[src/rtl/async_fifo_sched_pkg.sv]
// Shared types and helpers for the async-FIFO read scheduler.
package async_fifo_sched_pkg;

  typedef enum logic {IDLE = 1'b0, XFER = 1'b1} sched_state_e;

  // EOP sits this many bits below the word width, i.e. at the MSB.
  localparam int EOP_MSB_OFS = 1;

  function automatic int qid_w(input int n_q);
    return (n_q > 1) ? $clog2(n_q) : 1;
  endfunction

endpackage

[src/rtl/sched_obuf.sv]
// Output buffer: DEPTH-entry registered FIFO; head outputs come straight from storage.
module sched_obuf #(
  parameter int DEPTH = 2,
  parameter int W     = 8
) (
  input  logic                       i_clk,
  input  logic                       i_rst,
  input  logic                       i_push,
  input  logic [W-1:0]               i_data,
  input  logic                       i_pop,
  output logic [W-1:0]               o_data,
  output logic                       o_vld,
  output logic [$clog2(DEPTH+1)-1:0] o_count
);
  localparam int PW = $clog2(DEPTH);
  localparam int CW = $clog2(DEPTH+1);

  logic [DEPTH-1:0][W-1:0] r_mem;
  logic [PW-1:0]           r_wptr, r_rptr;
  logic [CW-1:0]           r_cnt;

  always_ff @(posedge i_clk or posedge i_rst) begin
    if (i_rst) begin
      r_mem  <= '0;
      r_wptr <= '0;
      r_rptr <= '0;
      r_cnt  <= '0;
    end else begin
      if (i_push) begin
        r_mem[r_wptr] <= i_data;
        r_wptr        <= (r_wptr == PW'(DEPTH-1)) ? '0 : r_wptr + PW'(1);
      end
      if (i_pop)
        r_rptr <= (r_rptr == PW'(DEPTH-1)) ? '0 : r_rptr + PW'(1);
      case ({i_push, i_pop})
        2'b10:   r_cnt <= r_cnt + CW'(1);
        2'b01:   r_cnt <= r_cnt - CW'(1);
        default: ;
      endcase
    end
  end

  assign o_data  = r_mem[r_rptr];
  assign o_vld   = (r_cnt != '0);
  assign o_count = r_cnt;

endmodule

[src/rtl/async_fifo_rd_sched.sv]
// Frame-granular round-robin read scheduler over N_Q CDC FIFOs with a credit-managed output buffer.
// Optional SCHED_GATE_EN adds the GATE_MASK port for per-queue grant gating.
module async_fifo_rd_sched
  import async_fifo_sched_pkg::*;
#(
  parameter  int N_Q        = 4,
  parameter  int DATA_W     = 65,
  parameter  int OBUF_DEPTH = 2,
  localparam int QID_W      = qid_w(N_Q)
) (
  input  logic                  RD_CLK,
  input  logic                  RD_RST,
  input  logic [N_Q-1:0]        FIFO_EMPTY,
  output logic [N_Q-1:0]        FIFO_RD_EN,
  input  logic [N_Q*DATA_W-1:0] FIFO_DATA,
  output logic [DATA_W-1:0]     OUT_DATA,
  output logic [QID_W-1:0]      OUT_QID,
  output logic                  OUT_VALID,
  input  logic                  OUT_READY,
  output logic                  BUSY
`ifdef SCHED_GATE_EN
  ,input logic [N_Q-1:0]        GATE_MASK
`endif
);
  localparam int EOP_BIT = DATA_W - EOP_MSB_OFS;
  localparam int CRW     = $clog2(OBUF_DEPTH+1);

  sched_state_e          r_state, w_state_nxt;
  logic [QID_W-1:0]      r_grant, r_rr_ptr, w_winner, w_idx;
  logic [N_Q-1:0]        w_elig;
  logic                  w_any_elig;
  logic [CRW-1:0]        r_credits;
  logic                  r_inflight;
  logic                  w_pop, w_ret_eop, w_rd_en;
  logic [DATA_W-1:0]     w_gnt_data;
  logic [DATA_W+QID_W-1:0] w_head;
  logic [CRW-1:0]        w_obuf_cnt;

`ifdef SCHED_GATE_EN
  assign w_elig = ~FIFO_EMPTY & GATE_MASK;
`else
  assign w_elig = ~FIFO_EMPTY;
`endif

  always_comb begin
    w_gnt_data = '0;
    for (int i = 0; i < N_Q; i++)
      if (r_grant == QID_W'(i)) w_gnt_data = FIFO_DATA[i*DATA_W +: DATA_W];
  end

  // Search starts just after the last winner so every queue gets its turn.
  always_comb begin
    w_winner   = '0;
    w_any_elig = 1'b0;
    w_idx      = '0;
    for (int k = 1; k <= N_Q; k++) begin
      w_idx = QID_W'((32'(r_rr_ptr) + k) % N_Q);
      if (!w_any_elig && w_elig[w_idx]) begin
        w_any_elig = 1'b1;
        w_winner   = w_idx;
      end
    end
  end

  assign w_pop     = OUT_VALID & OUT_READY;
  // The returning word is inspected the cycle it arrives, so no read ever lands past EOP.
  assign w_ret_eop = r_inflight & w_gnt_data[EOP_BIT];

  always_comb begin
    w_state_nxt = r_state;
    w_rd_en     = 1'b0;
    case (r_state)
      IDLE: if (w_any_elig) w_state_nxt = XFER;
      XFER: begin
        w_rd_en = !FIFO_EMPTY[r_grant] && ((r_credits != '0) || w_pop) && !w_ret_eop;
        if (w_ret_eop) w_state_nxt = IDLE;
      end
      default: w_state_nxt = IDLE;
    endcase
  end

  always_comb begin
    FIFO_RD_EN          = '0;
    FIFO_RD_EN[r_grant] = w_rd_en;
  end

  always_ff @(posedge RD_CLK or posedge RD_RST) begin
    if (RD_RST) begin
      r_state    <= IDLE;
      r_grant    <= '0;
      r_rr_ptr   <= QID_W'(N_Q-1);
      r_credits  <= CRW'(OBUF_DEPTH);
      r_inflight <= 1'b0;
    end else begin
      r_state    <= w_state_nxt;
      r_inflight <= w_rd_en;
      if (r_state == IDLE && w_any_elig) begin
        r_grant  <= w_winner;
        r_rr_ptr <= w_winner;
      end
      case ({w_rd_en, w_pop})
        2'b10:   r_credits <= r_credits - CRW'(1);
        2'b01:   r_credits <= r_credits + CRW'(1);
        default: ;
      endcase
    end
  end

  sched_obuf #(.DEPTH(OBUF_DEPTH), .W(DATA_W+QID_W)) u_obuf (
    .i_clk   (RD_CLK),
    .i_rst   (RD_RST),
    .i_push  (r_inflight),
    .i_data  ({r_grant, w_gnt_data}),
    .i_pop   (w_pop),
    .o_data  (w_head),
    .o_vld   (OUT_VALID),
    .o_count (w_obuf_cnt)
  );

  assign OUT_QID  = w_head[DATA_W+QID_W-1 -: QID_W];
  assign OUT_DATA = w_head[DATA_W-1:0];
  assign BUSY     = (r_state == XFER) || (w_obuf_cnt != '0);

endmodule

[config.mk]
export PLATFORM = sky130hd
export DESIGN_NAME = async_fifo_rd_sched
export DESIGN_NICKNAME = d
export VERILOG_FILES = /design/src/rtl/async_fifo_sched_pkg.sv /design/src/rtl/sched_obuf.sv /design/src/rtl/async_fifo_rd_sched.sv
export SDC_FILE = /design/constraint.sdc
export NUM_CORES = 1
export LEC_CHECK = 0
export BUFFER_PORTS_ARGS = -buffer_cell sky130_fd_sc_hd__buf_4
export CORE_AREA = 2 2 132 134
export CTS_BUF_LIST = sky130_fd_sc_hd__clkbuf_4 sky130_fd_sc_hd__clkbuf_8 sky130_fd_sc_hd__clkbuf_16
export CTS_CLUSTER_SIZE = 16
export DETAILED_ROUTE_END_ITERATION = 10
export DIE_AREA = 0 0 134 136
export PLACE_DENSITY = 0.8
export SETUP_SLACK_MARGIN = 0.2
export SYNTH_ARGS = -nofsm -noshare
export SYNTH_HDL_FRONTEND = slang
export SYNTH_SLANG_ARGS = --single-unit
[constraint.sdc]
create_clock -name RD_CLK -period 9.2 [get_ports RD_CLK]
set_input_delay 1.84 -clock RD_CLK [delete_from_list [all_inputs] [get_ports RD_CLK]]
set_output_delay 1.84 -clock RD_CLK [all_outputs]
set_load 0.05 [all_outputs]
# == Word-level counts from Yosys, hierarchy flattened ==
# Index checks and enable logic that the tools add are counted.
# op_classes
reduce_logical,20
n_eq_ne,7
mul,0
n_addsub,10
n_shift,0
bitwise,5
div,0
muxes,37
order_cmp,9
# ops
op,n
two-way mux 65 bit,4
two-way mux 67 bit,3
bitwise mux 134 bit,1
demux 67 bit (select 1 bit),1
less-than comparator 2 x 3 -> 1 bit (second input constant),5
two-way mux 1 bit,15
binary-select mux 1 bit (select 2 bit),5
adder 2 x 1 -> 2 bit (second input constant),4
equality test 2 bit (second input constant),4
logical AND 1 bit,8
two-way mux 2 bit,4
case mux 2 bit (2 select lines),2
nonzero test 2 bit,4
equality test 2 x 1 -> 1 bit (second input constant),3
logical NOT 1 bit,5
adder 2 bit (second input constant),2
AND 4 bit,1
less-than comparator 1 x 2 -> 1 bit (second input constant),2
NOT 4 bit,1
subtractor 2 x 1 -> 2 bit (second input constant),2
adder 1 bit (second input constant),2
AND 1 bit,2
demux 1 bit (select 2 bit),1
greater-or-equal comparator 2 x 1 -> 1 bit (second input constant),1
other kinds (5),6
# totals
output_inout_bits,73
ramBits,0
inputBits,267
latchBits,0
wordCells,98
memories,0
regBits,146
romBits,0

# == Depth between registers and ports, before layout ==
# Gate-level depths: netlist (run 1).
# logic_depth
ltp_word,15
mapped_depth,8
depth_no_buf,7

# == Hierarchy ==
# Synthesis (run 1) repeated with hierarchy kept, for this count alone.
# unflattened
cells_unflattened,510
area_unflattened_um2,8037.7
# by_module_without_submodules
mod,cells_each,area_each_um2,n_inst,seq_area_each_um2
sched_obuf,373,5948.2,1,3453.3
async_fifo_rd_sched,137,2089.5,1,203.9

# == Least setup slack after synthesis (run 1) ==
# Ideal clock, no wire load.
# synth_timing
kind,input to output
start,input FIFO_DATA[194]
end,output FIFO_RD_EN[0]
stages,3
arrival_time_ns,3.932
slack_ns,3.428
t_required_ns,7.360
path_buffers,0
cell_sequence,mux2_2 -> nor3b_1 -> nor4b_1
# synth_between
elab_chain_len,7
# synth_lines
element,line_no,text
"start, declared",async_fifo_rd_sched.sv:15,"input logic [N_Q*DATA_W-1:0] FIFO_DATA,"
two-way mux 65 bit (2 in a row),async_fifo_rd_sched.sv:48,if (r_grant == QID_W'(i)) w_gnt_data = FIFO_DATA[i*DATA_W +: DATA_W];
AND 1 bit,async_fifo_rd_sched.sv:67,assign w_ret_eop = r_inflight & w_gnt_data[EOP_BIT];
logical NOT 1 bit,async_fifo_rd_sched.sv:75,w_rd_en = !FIFO_EMPTY[r_grant] && ((r_credits != '0) || w_pop) && !w_ret_eop;
logical AND 1 bit,async_fifo_rd_sched.sv:75,
two-way mux 1 bit,async_fifo_rd_sched.sv:72,case (r_state)
AND 4 bit (no line),-,
"end, declared",async_fifo_rd_sched.sv:14,"output logic [N_Q-1:0] FIFO_RD_EN,"
# Every way passes these cells.

# == Worst setup path in the final report (run 1) ==
# layout_timing
start,input OUT_READY
end,output FIFO_RD_EN[1]
# layout_between
elab_chain_len,6
# layout_lines
element,line_no,text
"start, declared",async_fifo_rd_sched.sv:19,"input logic OUT_READY,"
AND 1 bit,async_fifo_rd_sched.sv:65,assign w_pop = OUT_VALID & OUT_READY;
via u_obuf.i_pop,sched_obuf.sv:10,"input logic i_pop,"
logical OR 1 bit,async_fifo_rd_sched.sv:75,
logical AND 1 bit (2 in a row),async_fifo_rd_sched.sv:75,
two-way mux 1 bit,async_fifo_rd_sched.sv:72,
AND 4 bit (no line),-,
# The timed path passes the listed nets, and every way through them passes these cells.

==> results.toml, run 1 <==
[run_status]
status = "completed"

[timing]
grt_setup_unrepaired = "false"
fin_skew_ns = 0.00524
fmax_mhz = 205
setup_tns_ns = 0
fin_crit_ns = 4.87
hold_violations = 0
period_share = 0.529
worst_slew_pin_slew_ns = 1.06
holdWs_ns = 0.459
finalSetupViolations = 0
slew_headroom = 0.291
report.final.slew_viol_count = 0

[synth]
syn-instance-count = 652
synth_ff_type = "dfrtp_1"
synth-seq-cells = 146
synth_area_mm2 = 0.00804
yosysTopAreaCell = "dfrtp_1"
synthDominantCellAreaShare = 0.445
avgSynthCellArea_um2 = 12.3
synth_nets = 921
yosysWarnings = 0
synthArstFlopShare = 1.00
yosys.cell_types.count = 38
yosysMostFrequentCell = "nand2_1"
seq_area_frac_synth = 0.455
synth_common_cells = "203 x nand2_1, 143 x dfrtp_1, 134 x mux2_2, 65 x mux4_2, 21 x clkbuf_1"
synth_area_leaders = "dfrtp_1 45%, mux2_2 19%, mux4_2 18%"
synth_edf_count = 0

[clock_network]
clk_pin_slew_worst_paths_ns = 0.05
cts.hold.buffers_added = 0
cts_root_buffer = "clkbuf_16"
clockBufferDepth = 2
cts_buffers = 17
worstSkewPairLatency_ns = 0.41
post-cts-setup-buffer-count = 0
cts_repair_resize_count = 0
ctsHtreeMaxLevel = 4
cts_tree = "built"
clock-sinks = 146

[pwr]
pwr-share-seq = 0.271
power_density_mw_per_mm2 = 411
total_power_w = 0.00463
pwr-share-clk = 0.141
p_int_w = 0.00253
power_switching_w = 0.00210
leakage_nw = 5.40
swShare = 0.453
pwr-share-comb = 0.587
vdd_ir_drop_max_uv = 216

[finish]
fin_nets = 1238
area_delta_synth_final_pct = 40.1
num-fill-cells = 1292
final_util = 0.667
drive_above_1_share = 0.599
antenna_cells = 0

[floorplan]
die_area_mm2 = 0.0182
core_area_mm2 = 0.0169
die-height_um = 136
start_util = 0.476
num_rows = 48
fp.dieW_um = 134
io_pins = 340

[route]
drc = 0
routed_wirelength_mm = 21.6
vias_per_cell = 5.30
drt-pass1-iter-count = 4
drt_iter0_drc = 372
drt.antenna.violating_nets = 0
wl_per_cell_um = 18.0
num_vias = 6386

[setup_path]
slowest_stage = "o31ai_1"
crit_top_cell = "buf_4"
path_max_fanout = 6
endpoint_kind = "primary output"
cp.required_ns = 7.36
path_class = "primary input to primary output"
cp_cell_sequence = "buf_4, o21a_1, o31ai_1, nor3_1, buf_4"
cpPeakStageDelay_ns = 0.59
cp-start-kind = "primary input"
reg2reg_setup_slack_ns = 6.13
arrival_ns = 3.03

[placed_design]
gp_congestion = 0.774
io_buffers = 339
hpwlAfterDp_mm = 15.4

[global_route]
grt_pass1_wl_mm = 34.3
grt_overflow_total = 0
grt_max_degree = 79
antenna_found_initial = 0
grt_pass1_vias = 6793
grt_usage = 0.242

[worst_hold_path]
min_path_type = "register to register"

[run]
drv_cap = 0
routing by layer:
layer,up-vias,global-route usage,wire length [um]
met5,-,0,0
met4,0,0.0934,486
met3,37,0.0544,1340
met2,219,0.430,11400
met1,3185,0.287,8400
li1,2945,-,-
kinds of logic (layout without fill, tap and decap cells):
group                      after synthesis  count (layout)  share of synthesized area
and+or+nand+nor                        226             226                      0.112
muxes                                  201             201                      0.373
DFF                                    146             146                      0.455
buffers and inverters                   51             379                     0.0321
AOI/OAI and AO/OA                       18              18                     0.0163
xor gates and xnor gates                 8               8                    0.00872
adders and majority gates                2               2                    0.00311
per-stage QoR:
step / area, um2 / setup slack, ns / std cells
4_1_cts: 11300 / 4.34 / 1205
3_3_place_gp: 10700 / 4.38 / 1175
2_1_floorplan: 8040 / 3.43 / 652
6_report: 11300 / 4.33 / 1205
3_5_place_dp: 10700 / 4.35 / 1175
5_1_grt: 11300 / 4.19 / 1205
cells in the final DEF (no fill, tap or decap), drive strengths merged, types with 2 or more instances in the layout:
| cell | Yosys | final |
|---|---|---|
| buf | 25 | 344 |
| mux2 | 135 | 135 |
| nor2 | 7 | 7 |
| xor2 | 5 | 5 |
| a31oi | 2 | 2 |
| clkinv | 0 | 3 |
| dfstp | 3 | 3 |
| nor4 | 2 | 2 |
| o31ai | 2 | 2 |
| xnor2 | 3 | 3 |
| mux4 | 65 | 65 |
| inv | 5 | 5 |
| clkbuf | 21 | 25 |
| ha | 2 | 2 |
| o21a | 2 | 2 |
| o21ai | 4 | 4 |
| nor3 | 2 | 2 |
| dfrtp | 143 | 143 |
| nor2b | 4 | 4 |
| o2bb2ai | 2 | 2 |
| nand2 | 203 | 203 |
power by group through the flow:
| stage | Sequential [W] | Combinational, W | Clock (W) |
|---|---|---|---|
| floorplan | 0.00110 | 0.00215 | 0 |
| global placement | 0.00124 | 0.00269 | 0 |
| detailed placement | 0.00126 | 0.00274 | 0 |
| CTS | 0.00125 | 0.00275 | 0.000665 |
| global route | 0.00131 | 0.00289 | 0.000694 |
| finish | 0.00126 | 0.00272 | 0.000654 |
final cells by class:
cell class / count / area, um2 / area share
Multi-Input combinational cell: 455 / 4140 / 0.368
Sequential cell: 146 / 3670 / 0.326
Timing Repair Buffer: 344 / 2580 / 0.229
Clock buffer: 25 / 510 / 0.0454
Tap cell: 225 / 282 / 0.0250
Clock inverter: 5 / 52.6 / 0.00467
Inverter: 5 / 23.8 / 0.00211
critical path: cells and delay by family:
kind | cells | cell delay, ns
AOI/OAI and AO/OA | 2 | 0.73
and+or+nand+nor | 1 | 0.13
buffers and inverters | 2 | 0.33
sequential cells by signal, summed over array words and instances (netlist names):
register        count
r_rr_ptr            2
u_obuf.r_wptr       1
u_obuf.r_rptr       1
u_obuf.o_count      2
u_obuf.r_mem      134
r_credits           2
r_grant             2
r_inflight          1
r_state             1
worst paths after layout:
kind / end / from / cells after the start
worst max-delay path: FIFO_RD_EN[1] / OUT_READY / 5
worst min-delay path: u_obuf.r_rptr / u_obuf.r_rptr / 1
worst max register to register: r_credits[1] / r_grant[1] / 6
worst min register to register: u_obuf.r_rptr / u_obuf.r_rptr / 1
max in group asynchronous: r_grant[0] / RD_RST / 3
min in group asynchronous: u_obuf.r_mem[42] / RD_RST / 2
Power figures use the tool's default switching activity.
==> inputs of run 2 (changes only) <==
Clock period 9.2 ns to 4.61 ns, I/O delays scaled along.
==> run 2 against run 1 <==
Worst hold slack improved by 0.011 ns; first-iteration DRC count down 21%; sequential share of layout area down 0.40 points.
==> results.toml, run 2 (same netlist as run 1, synthesis figures left out) <==
[floorplan]
io_pins = 340
core_area_mm2 = 0.0169
die_area_mm2 = 0.0182
start_util = 0.476
num_rows = 48
fp.dieW_um = 134
die-height_um = 136

[worst_hold_path]
min_path_type = "register to register"

[route]
routed_wirelength_mm = 21.7
drt-pass1-iter-count = 4
vias_per_cell = 5.33
drt.antenna.violating_nets = 0
drt_iter0_drc = 294
drc = 0
wl_per_cell_um = 17.9
num_vias = 6454

[pwr]
vdd_ir_drop_max_uv = 511
leakage_nw = 5.45
power_density_mw_per_mm2 = 831

[global_route]
grt_pass1_vias = 6813
grt_usage = 0.242
grt_overflow_total = 0
grt_pass1_wl_mm = 34.1
grt_max_degree = 69
antenna_found_initial = 0

[clock_network]
clock-sinks = 146
cts.hold.buffers_added = 0
cts_root_buffer = "clkbuf_16"
clockBufferDepth = 2
cts_tree = "built"
post-cts-setup-buffer-count = 0
cts_buffers = 17
clk_pin_slew_worst_paths_ns = 0.06
cts_repair_resize_count = 0
worstSkewPairLatency_ns = 0.43
ctsHtreeMaxLevel = 4

[setup_path]
path_max_fanout = 38
arrival_ns = 2.37
cpPeakStageDelay_ns = 0.76
slowest_stage = "dfrtp_4"
cp-start-kind = "register"
critPathTopFamily = "flip-flops"
cp_cell_sequence = "mux2_2, nor3b_1, nor4b_1, buf_4"
path_class = "register to primary output"
endpoint_kind = "primary output"
cp.required_ns = 3.69
crit_buf_inv = 1

[finish]
area_delta_synth_final_pct = 41.8
final_cell_mix = "345 x buf_4, 202 x nand2_1, 140 x dfrtp_1"
final_util = 0.675
drive_above_1_share = 0.601
fin_area_mm2 = 0.0114
antenna_cells = 0
seqCellArea_mm2 = 0.00367
largest_register_ffs = 134
multiInputGateArea_mm2 = 0.00414
top_register = "u_obuf.r_mem"
num-fill-cells = 1290
fin_nets = 1241
final_common_cell = "buf_4"

[run_status]
status = "completed"

[placed_design]
hpwlAfterDp_mm = 15.6
post-place-ws_ns = 1.62
io_buffers = 339
place_area_mm2 = 0.0107
gp_congestion = 0.770

[timing]
fmax_mhz = 304
period_share = 0.713
fin_ws_ns = 1.32
finalSetupViolations = 0
slew_headroom = 0.350
fin_skew_ns = 0.0103
hold_violations = 0
report.final.slew_viol_count = 0
setup_tns_ns = 0
grt_setup_unrepaired = "false"
fin_crit_ns = 3.29
worst_slew_pin_slew_ns = 0.975

[run]
drv_cap = 0
==> run 2: tightest hold or removal path, delay by kind of cell (launching register included) <==
family,cells,cell delay (ns)
AND/OR/NAND/NOR,2,0.10
flip-flops,1,0.34
==> run 2: stage by stage <==
stage / power (W) / hold slack (ns) / cells
floorplan: 0.00649 / 0.442 / 652
global placement: 0.00786 / 0.453 / 1178
detailed placement: 0.00797 / 0.459 / 1178
CTS: 0.00955 / 0.474 / 1210
global route: 0.00997 / 0.488 / 1210
finish: 0.00947 / 0.470 / 1210
==> run 2: layout make-up <==
type,count,share of cell area
clock buffers,17,0.0373
clock inverters,15,0.0202
inverters,5,0.00198
multi-input cells,455,0.363
flip-flops and latches,146,0.322
well taps,225,0.0247
repair buffers,347,0.231
==> run 2: path summary, 6_finish.rpt <==
check,slack [ns],endpoint,startpoint,depth (start not counted)
max in group asynchronous,3.05,r_credits[1],RD_RST,3
min in group asynchronous,0.68,u_obuf.r_mem[15],RD_RST,2
min,0.47,u_obuf.r_mem[48],u_obuf.r_mem[48],2
max reg2reg,1.93,u_obuf.r_mem[94],r_grant[0],3
min reg2reg,0.47,u_obuf.r_mem[48],u_obuf.r_mem[48],2
max,1.32,FIFO_RD_EN[0],r_grant[1],4
==> run 2: power breakdown <==
| part | total, W | internal [W] | switching (W) |
|---|---|---|---|
| Combinational | 0.00545 | 0.00229 | 0.00317 |
| Clock | 0.00153 | 0.000966 | 0.000560 |
| Sequential | 0.00249 | 0.00196 | 0.000530 |
==> run 2: routing by layer <==
layer / global-route usage / up-vias / wire [um] / share of wire
met1: 0.290 / 3213 / 8530 / 0.39
met3: 0.0623 / 35 / 1430 / 0.066
met5: 0 / - / 0 / 0
met4: 0.0981 / 0 / 575 / 0.026
met2: 0.419 / 234 / 11200 / 0.51
li1: - / 2972 / - / -
==> inputs of run 3 (changes only) <==
Settings changed: CORE_AREA 2 2 132 134 to not set, CORE_UTILIZATION set to 44, DIE_AREA 0 0 134 136 to not set, PLACE_DENSITY 0.8 to 0.77.
Clock period 4.61 ns to 2.92 ns, I/O delays scaled along.
==> run 3 against run 2 <==
Setup slack worse by 0.97 ns; global-route usage is 0.77 points lower; clock skew is 0.0029 ns lower; clock power is 57% higher; count of clock-buffer cells in the layout is 2 higher; routed wire length is 0.86% lower; first-iteration DRC count is 12% lower; via count is 0.26% lower; design area is 0.92% higher; critical path depth stayed put.
==> results.toml, run 3 (same netlist as run 1, synthesis figures left out) <==
[run_status]
status = "completed"

[route]
drt-pass1-iter-count = 4
drt.antenna.violating_nets = 0
top_layer = "met4"
drc = 0
drt-met1-wl_mm = 8.23
drt_iter0_drc = 258
met3_length_mm = 1.65
num_vias = 6437
vias_per_cell = 5.27
wl_met2_mm = 11.2
wl_per_cell_um = 17.6
routed_wirelength_mm = 21.5

[clock_network]
cts_buffers = 17
clk_pin_slew_worst_paths_ns = 0.06
clock-sinks = 146
cts_tree = "built"
cts.hold.buffers_added = 0
worstSkewPairLatency_ns = 0.42
ctsHtreeMaxLevel = 4
cts_root_buffer = "clkbuf_16"
clockBufferDepth = 2

[pwr]
vdd_ir_drop_max_uv = 801
total_power_w = 0.0151
power_density_mw_per_mm2 = 1310
leakage_nw = 5.50

[finish]
fin_nets = 1249
largest_register_ffs = 134
drive_above_1_share = 0.607
top_register = "u_obuf.r_mem"
final_common_cell = "buf_4"
final_cell_mix = "350 x buf_4, 202 x nand2_1, 140 x dfrtp_1"
fin_cells = 1222
area_delta_synth_final_pct = 43.1
antenna_cells = 0

[setup_path]
critPathTopFamily = "flip-flops"
arrival_ns = 1.98
slowest_stage = "dfrtp_4"
cp.required_ns = 2.34
cp_cell_sequence = "mux2_2, nor3b_2, nor4_2, buf_4"
path_class = "register to primary output"
cp-start-kind = "register"
path_max_fanout = 9
crit_buf_inv = 1
cpPeakStageDelay_ns = 0.48
endpoint_kind = "primary output"

[placed_design]
placedCellCount = 1185
io_buffers = 339
post-place-ws_ns = 0.454
hpwlAfterDp_mm = 15.1
gp_congestion = 0.781

[timing]
hold_violations = 0
finalSetupViolations = 0
report.final.slew_viol_count = 0
fmax_mhz = 390
fin_skew_ns = 0.00742
grt_setup_unrepaired = "false"
worst_slew_pin_slew_ns = 0.998
period_share = 0.878
fin_ws_ns = 0.356
setup_tns_ns = 0
fin_crit_ns = 2.56
slew_headroom = 0.334

[global_route]
grt_overflow_total = 0
grt_usage = 0.235
grt_pass1_vias = 6786
antenna_found_initial = 0
grt_pass1_wl_mm = 33.5
grt_max_degree = 147

[run]
drv_cap = 0

[floorplan]
io_pins = 340
core_area_mm2 = 0.0179
die_area_mm2 = 0.0188
start_util = 0.449
num_rows = 49
fp.dieW_um = 137
die-height_um = 137

[worst_hold_path]
min_path_type = "primary input to async pin"
## run 3: final timing paths
check                                   endpoint  slack (ns)             start  cells past startpoint
worst min register to register  u_obuf.r_mem[38]        0.47  u_obuf.r_mem[38]                      2
worst min-delay path            u_obuf.r_mem[17]        0.34            RD_RST                      3
max in group asynchronous             r_grant[1]        1.81            RD_RST                      3
worst max register to register      r_credits[1]        0.53        r_grant[0]                      5
worst max-delay path               FIFO_RD_EN[2]        0.36        r_grant[1]                      4
min in group RD_CLK             u_obuf.r_mem[38]        0.47  u_obuf.r_mem[38]                      2
## run 3: worst register-to-register path, stage by stage, from the launching register on
cell,delay (ns)
dfrtp_4,0.60
mux4_2,0.56
or4_1,0.54
ha_1,0.34
nor2_1,0.14
xor2_1,0.15
## run 3: cell type report
type / instances / area, um2
clock inverter: 13 / 209
inverter: 5 / 22.5
clock buffer: 19 / 447
tap: 229 / 287
timing repair buffer: 355 / 2710
multi-input combinational: 455 / 4160
sequential: 146 / 3670
fill: 1439 / 6400
## run 3: timing repair
action                     in CTS  in global routing
gates resized for setup         1                  1
buffers inserted                1                  4
setup endpoints to repair       2                  4
## run 3: per-layer routing
metal,global-route usage,up-vias
li1,-,2970
met1,0.271,3211
met2,0.410,225
met3,0.0685,31
met4,0.0873,0
met5,0,-
## run 3: metrics by stage
stage / instance area [um2] / hold slack, ns / utilization
2_1_floorplan: 8050 / 0.442 / -
3_3_place_gp: 10800 / 0.453 / 0.603
3_5_place_dp: 10800 / 0.458 / 0.603
4_1_cts: 11500 / 0.428 / 0.640
5_1_grt: 11500 / 0.416 / 0.642
6_report: 11500 / 0.341 / 0.642
## run 3: report_power, final
group / total [W] / switching [W] / leakage, nW / internal [W]
clock: 0.00240 / 0.000847 / 0.313 / 0.00155
sequential: 0.00376 / 0.000660 / 1.74 / 0.00310
combinational: 0.00891 / 0.00520 / 3.45 / 0.00371
